`config.mk`:
```
export PLATFORM = sky130hd
export DESIGN_NAME = hsid_x_obi_pixel_fetch
export DESIGN_NICKNAME = d
export VERILOG_FILES = /design/src/rtl/hsid_x_obi_inf_pkg.sv /design/src/rtl/hsid_x_obi_pixel_fetch.sv
export SDC_FILE = /design/constraint.sdc
export NUM_CORES = 1
export LEC_CHECK = 0
export ABC_AREA = 1
export BUFFER_PORTS_ARGS = -buffer_cell sky130_fd_sc_hd__buf_2
export CORE_ASPECT_RATIO = 1.25
export CORE_UTILIZATION = 61
export DETAILED_ROUTE_END_ITERATION = 10
export PLACE_DENSITY = 0.92
export SLEW_MARGIN = 20
export SYNTH_ARGS = -nofsm -noshare
export SYNTH_HDL_FRONTEND = slang
export SYNTH_SLANG_ARGS = --single-unit
```
`constraint.sdc`:
```
create_clock -name clk -period 8.3 [get_ports clk]
set_clock_uncertainty 0.05 [all_clocks]
set_input_delay 2.075 -clock clk [delete_from_list [all_inputs] [get_ports clk]]
set_output_delay 2.075 -clock clk [all_outputs]
set_load 0.02 [all_outputs]
```
`src/rtl/hsid_x_obi_inf_pkg.sv`:
```
// rtl/hsid_x_obi_inf_pkg.sv - OBI request/response bundle types shared by HSID OBI blocks
package hsid_x_obi_inf_pkg;

    typedef struct packed {
        logic        req;
        logic [31:0] addr;
        logic        we;
        logic [3:0]  be;
        logic [31:0] wdata;
    } obi_req_t;

    typedef struct packed {
        logic        gnt;
        logic        rvalid;
        logic [31:0] rdata;
    } obi_resp_t;

endpackage

```
`src/rtl/hsid_x_obi_pixel_fetch.sv`:
```
// rtl/hsid_x_obi_pixel_fetch.sv - OBI read master fetching words and serialising them into pixels
module hsid_x_obi_pixel_fetch
    import hsid_x_obi_inf_pkg::*;
#(
    parameter int WORD_WIDTH = 32,
    parameter int DATA_WIDTH = 16,
    parameter int CNT_WIDTH  = 16,
    parameter int FIFO_DEPTH = 4
) (
    input  logic                  clk,
    input  logic                  rst,
    input  logic                  start,
    input  logic [WORD_WIDTH-1:0] base_addr,
    input  logic [CNT_WIDTH-1:0]  num_words,
    output logic                  busy,
    output logic                  done,
    output obi_req_t              obi_req,
    input  obi_resp_t             obi_rsp,
    output logic                  pixel_valid,
    input  logic                  pixel_ready,
    output logic [DATA_WIDTH-1:0] pixel_data,
    output logic                  pixel_last
);

    localparam int PTR_W  = $clog2(FIFO_DEPTH);
    localparam int CNTF_W = PTR_W + 1;

    typedef enum logic [1:0] {
        IDLE  = 2'd0,
        FETCH = 2'd1,
        DRAIN = 2'd2,
        DONE  = 2'd3
    } state_t;

    state_t state_q, state_d;

    logic [WORD_WIDTH-1:0] addr_q;
    logic [CNT_WIDTH-1:0]  num_q;
    logic [CNT_WIDTH-1:0]  req_cnt;
    logic [CNT_WIDTH-1:0]  pop_cnt;
    logic [CNTF_W-1:0]     outstanding;
    logic [CNTF_W-1:0]     fifo_count;
    logic [PTR_W-1:0]      wr_ptr;
    logic [PTR_W-1:0]      rd_ptr;
    logic                  half_q;
    logic [WORD_WIDTH-1:0] fifo_mem [FIFO_DEPTH];
    logic [WORD_WIDTH-1:0] head;

    logic credit_ok;
    logic req;
    logic grant;
    logic push;
    logic hs;
    logic pop;
    logic last_word;
    logic start_ok;

    // Words in flight plus words buffered never exceed the FIFO, so a response always has a slot.
    assign credit_ok = ({1'b0, outstanding} + {1'b0, fifo_count}) < (CNTF_W+1)'(FIFO_DEPTH);
    assign req       = (state_q == FETCH) && credit_ok;
    assign grant     = req && obi_rsp.gnt;
    assign push      = obi_rsp.rvalid && (outstanding != '0);
    assign start_ok  = start && (state_q == IDLE);

    assign head        = fifo_mem[rd_ptr];
    assign pixel_valid = (fifo_count != '0);
    assign hs          = pixel_valid && pixel_ready;
    assign pop         = hs && half_q;
    assign last_word   = (pop_cnt == num_q - CNT_WIDTH'(1));
    assign pixel_last  = pixel_valid && half_q && last_word;

    always_comb begin
        pixel_data = '0;
        if (pixel_valid) begin
            pixel_data = half_q ? head[WORD_WIDTH-1:DATA_WIDTH] : head[DATA_WIDTH-1:0];
        end
    end

    always_comb begin
        obi_req       = '0;
        obi_req.req   = req;
        obi_req.addr  = addr_q;
        obi_req.we    = 1'b0;
        obi_req.be    = '1;
        obi_req.wdata = '0;
    end

    assign busy = (state_q != IDLE);
    assign done = (state_q == DONE);

    always_comb begin
        state_d = state_q;
        case (state_q)
            IDLE: begin
                if (start) begin
                    state_d = (num_words == '0) ? DONE : FETCH;
                end
            end
            FETCH: begin
                if (grant && (req_cnt == num_q - CNT_WIDTH'(1))) begin
                    state_d = DRAIN;
                end
            end
            DRAIN: begin
                if (pop && last_word) begin
                    state_d = DONE;
                end
            end
            DONE:    state_d = IDLE;
            default: state_d = IDLE;
        endcase
    end

    always_ff @(posedge clk or posedge rst) begin
        if (rst) begin
            state_q     <= IDLE;
            addr_q      <= '0;
            num_q       <= '0;
            req_cnt     <= '0;
            pop_cnt     <= '0;
            half_q      <= 1'b0;
            outstanding <= '0;
            fifo_count  <= '0;
            wr_ptr      <= '0;
            rd_ptr      <= '0;
        end else begin
            state_q <= state_d;

            if (start_ok) begin
                addr_q  <= {base_addr[WORD_WIDTH-1:2], 2'b00};
                num_q   <= num_words;
                req_cnt <= '0;
                pop_cnt <= '0;
                half_q  <= 1'b0;
            end else begin
                if (grant) begin
                    addr_q  <= addr_q + WORD_WIDTH'(4);
                    req_cnt <= req_cnt + CNT_WIDTH'(1);
                end
                if (hs) begin
                    half_q <= ~half_q;
                end
                if (pop) begin
                    pop_cnt <= pop_cnt + CNT_WIDTH'(1);
                end
            end

            case ({grant, push})
                2'b10:   outstanding <= outstanding + CNTF_W'(1);
                2'b01:   outstanding <= outstanding - CNTF_W'(1);
                default: outstanding <= outstanding;
            endcase

            if (push) begin
                wr_ptr <= wr_ptr + PTR_W'(1);
            end
            if (pop) begin
                rd_ptr <= rd_ptr + PTR_W'(1);
            end
            case ({push, pop})
                2'b10:   fifo_count <= fifo_count + CNTF_W'(1);
                2'b01:   fifo_count <= fifo_count - CNTF_W'(1);
                default: fifo_count <= fifo_count;
            endcase
        end
    end

    // Storage needs no reset: fifo_count gates every read of it.
    always_ff @(posedge clk) begin
        if (push) begin
            fifo_mem[wr_ptr] <= obi_rsp.rdata[WORD_WIDTH-1:0];
        end
    end

endmodule

```
==> out/results.txt <==
antenna-violating nets left -> 0
power per cell area -> 371 nW/um2
setup violators final -> 0
placed cell area -> 12,200 um2
Final #Nets -> 1,510
Bufs on Longest Clock Path -> 3
TritonRoute pass-1 iters -> 5
CTS tree -> built
CTS resizes -> 0
CP startpoint kind -> register
Period minus WS final -> 5.34 ns
via density per instance -> 5.78
H-Tree Depth -> 1
Main synth FF type -> edfxtp_1
initial antenna violation count -> 2
worst relative slew slack -> 38.7%
setup tns final -> 0 ns
Vias -> 9,551
Synth Cell Area -> 11,400 um2
Final Slew Violations -> 0
most frequent cells in the layout -> nand2_1, nor2_1, buf_2
CP endpoint kind -> output port
CTS Root Cell -> clkbuf_16
storage element area -> 6120 um2
period utilization -> 64.3%
wire per inst -> 16.5 um
area of the multi-input gates -> 4540 um2
largest net degree at the start of global routing -> 81
count of input and output buffers -> 134
row count -> 55
Die H -> 155 um
Tot Pwr -> 4.83 mW
GRT Util Overall -> 28.0%
clk_lat worst skew -> 0.50 ns
total wire length -> 27.2 mm
register bit total from synthesis -> 219
Synthesis Warnings -> 0
GR Overflow Total -> 0
initial DRC count -> 805
final non-filler cell total -> 1,651
Distinct cells, synth -> 50
ys async rst share -> 41.6%
Peak Freq -> 187 MHz
largest fanout on the critical path -> 66
# Max-Cap Violations -> 0
worst slew pin tran -> 0.919 ns
HP Class -> reg -> reg
CTS Buf Count -> 23
leakage -> 5.63 nW
first-pass GRT wire length -> 43.9 mm
DR DRC count -> 0
Clk pin slew, worst setup/hold paths -> 0.06 ns
Setup Fix Bufs, Post-CTS -> 0
area grow syn2layout -> 13.6%
Cells after Synth -> 1,282
RSZ-0062 raised after global routing -> no
hold_buf cts -> 0
die width -> 125 um
commonest non-fill, non-tap cell in the layout -> nand2_1
GP Congestion -> 0.901
fill cell count -> 1,321
clock sink count -> 219
Post-synth EDFFs -> 128
Final Hold Viols -> 0
sequential area share after synthesis -> 53.5%
Initial Utilization -> 62.8%
Core ar. -> 18,200 um2
Worst IR Drop VDD -> 258 uV
Post-Syn Area per Cell -> 8.93 um2
vias in the first global route -> 9,182
CP required -> 6.18 ns
Final Cell Area -> 13,000 um2
post-DP HPWL -> 17.9 mm
share of layout cells above drive strength 1 -> 16.3%
arrival time worst endpoint -> 3.21 ns
dpl cells -> 1,608
die area -> 19,300 um2
status -> finished clean
Crit Path Category -> reg -> out
boundary pin count -> 176
stage by stage:
stage | worst slack, ns | util [%] | hold WS [ns]
finish | 2.96 | 71.3 | 0.470
detailed placement | 3.70 | 66.7 | 0.466
global placement | 3.80 | 66.7 | 0.452
floorplan | 3.81 | - | 0.425
CTS | 3.22 | 71.3 | 0.481
global route | 2.80 | 71.3 | 0.512
cell usage after synthesis, types with 6 or more instances:
library cell  number  area share (%)
dfrtp_1           91              20
nand3_2            6            0.52
buf_1              9            0.30
o21ai_1            6            0.26
inv_1            119             3.9
clkbuf_1          31             1.0
a21oi_1           49             2.1
xor2_1            17             1.3
edfxtp_1         128              34
nor2_2            13            0.71
nor3_1            18            0.79
nand2_1          235             7.7
nand3_1           95             4.2
o22ai_1            6            0.33
o21ai_0           84             3.7
o32ai_1           33             2.5
ha_1              17             1.9
nand4_1           17            0.93
nor2_1           188             6.2
buf_4             40             2.6
sequential cells by signal, indices dropped and copies added (netlist names):
signal       flops
num_q           16
state_q          2
half_q           1
req_cnt         16
pop_cnt         16
outstanding      3
fifo_mem       128
fifo_count       3
addr_q          30
wr_ptr           2
rd_ptr           2
where the power goes:
group / switching, mW / leakage (nW) / internal, mW
combinational: 1.40 / 2.92 / 0.635
sequential: 0.231 / 2.31 / 1.44
clock: 0.412 / 0.398 / 0.712
total: 2.04 / 5.63 / 2.79
critical path: stages, from the launching register on:
cell and delay [ns]:
dfrtp_2 0.34, buf_4 0.52, clkinv_2 0.91, nor2_1 0.43
o32ai_1 0.15, nand3_1 0.09, nand2_1 0.08, buf_2 0.16
routing by layer:
metal  GRT usage, %  part of all wire [%]
met5              0                     0
met4           8.55                   2.5
met3           3.23                   6.7
met2           52.3                    52
met1           33.7                    39
area by class of cell:
cell class / count / area share (%)
Clock inverter: 13 / 1.65
Timing Repair Buffer: 144 / 5.73
Tap cell: 228 / 2.19
Inverter: 125 / 3.63
Multi-Input combinational cell: 892 / 34.9
Clock buffer: 28 / 4.73
Sequential cell: 219 / 47.1
Antenna cell: 2 / 0.0385
kinds of logic (layout without fill, tap and decap cells):
family / after synthesis / count (layout) / share of synthesized area [%]
XOR/XNOR: 22 / 22 / 1.68
adder cells (fa/ha/maj): 19 / 19 / 2.21
buffers and inverters: 208 / 310 / 8.16
other: 2 / 41 / 0.0656
AND/OR/NAND/NOR: 609 / 609 / 23.8
AO/OA/AOI/OAI: 203 / 203 / 10.6
flip-flops: 219 / 219 / 53.5
final timing paths:
path                       slack, ns            from             end  cells past startpoint
min in group asynchronous       1.52             rst      addr_q[31]                      2
max in group asynchronous       5.45             rst       rd_ptr[0]                      3
setup / recovery                2.96       rd_ptr[0]   pixel_data[6]                      7
hold / removal                  0.47  outstanding[2]  outstanding[2]                      1
setup reg to reg                5.29      state_q[0]      addr_q[28]                      9
hold reg to reg                 0.47  outstanding[2]  outstanding[2]                      1
No activity file was read; power rests on OpenSTA's default activity.
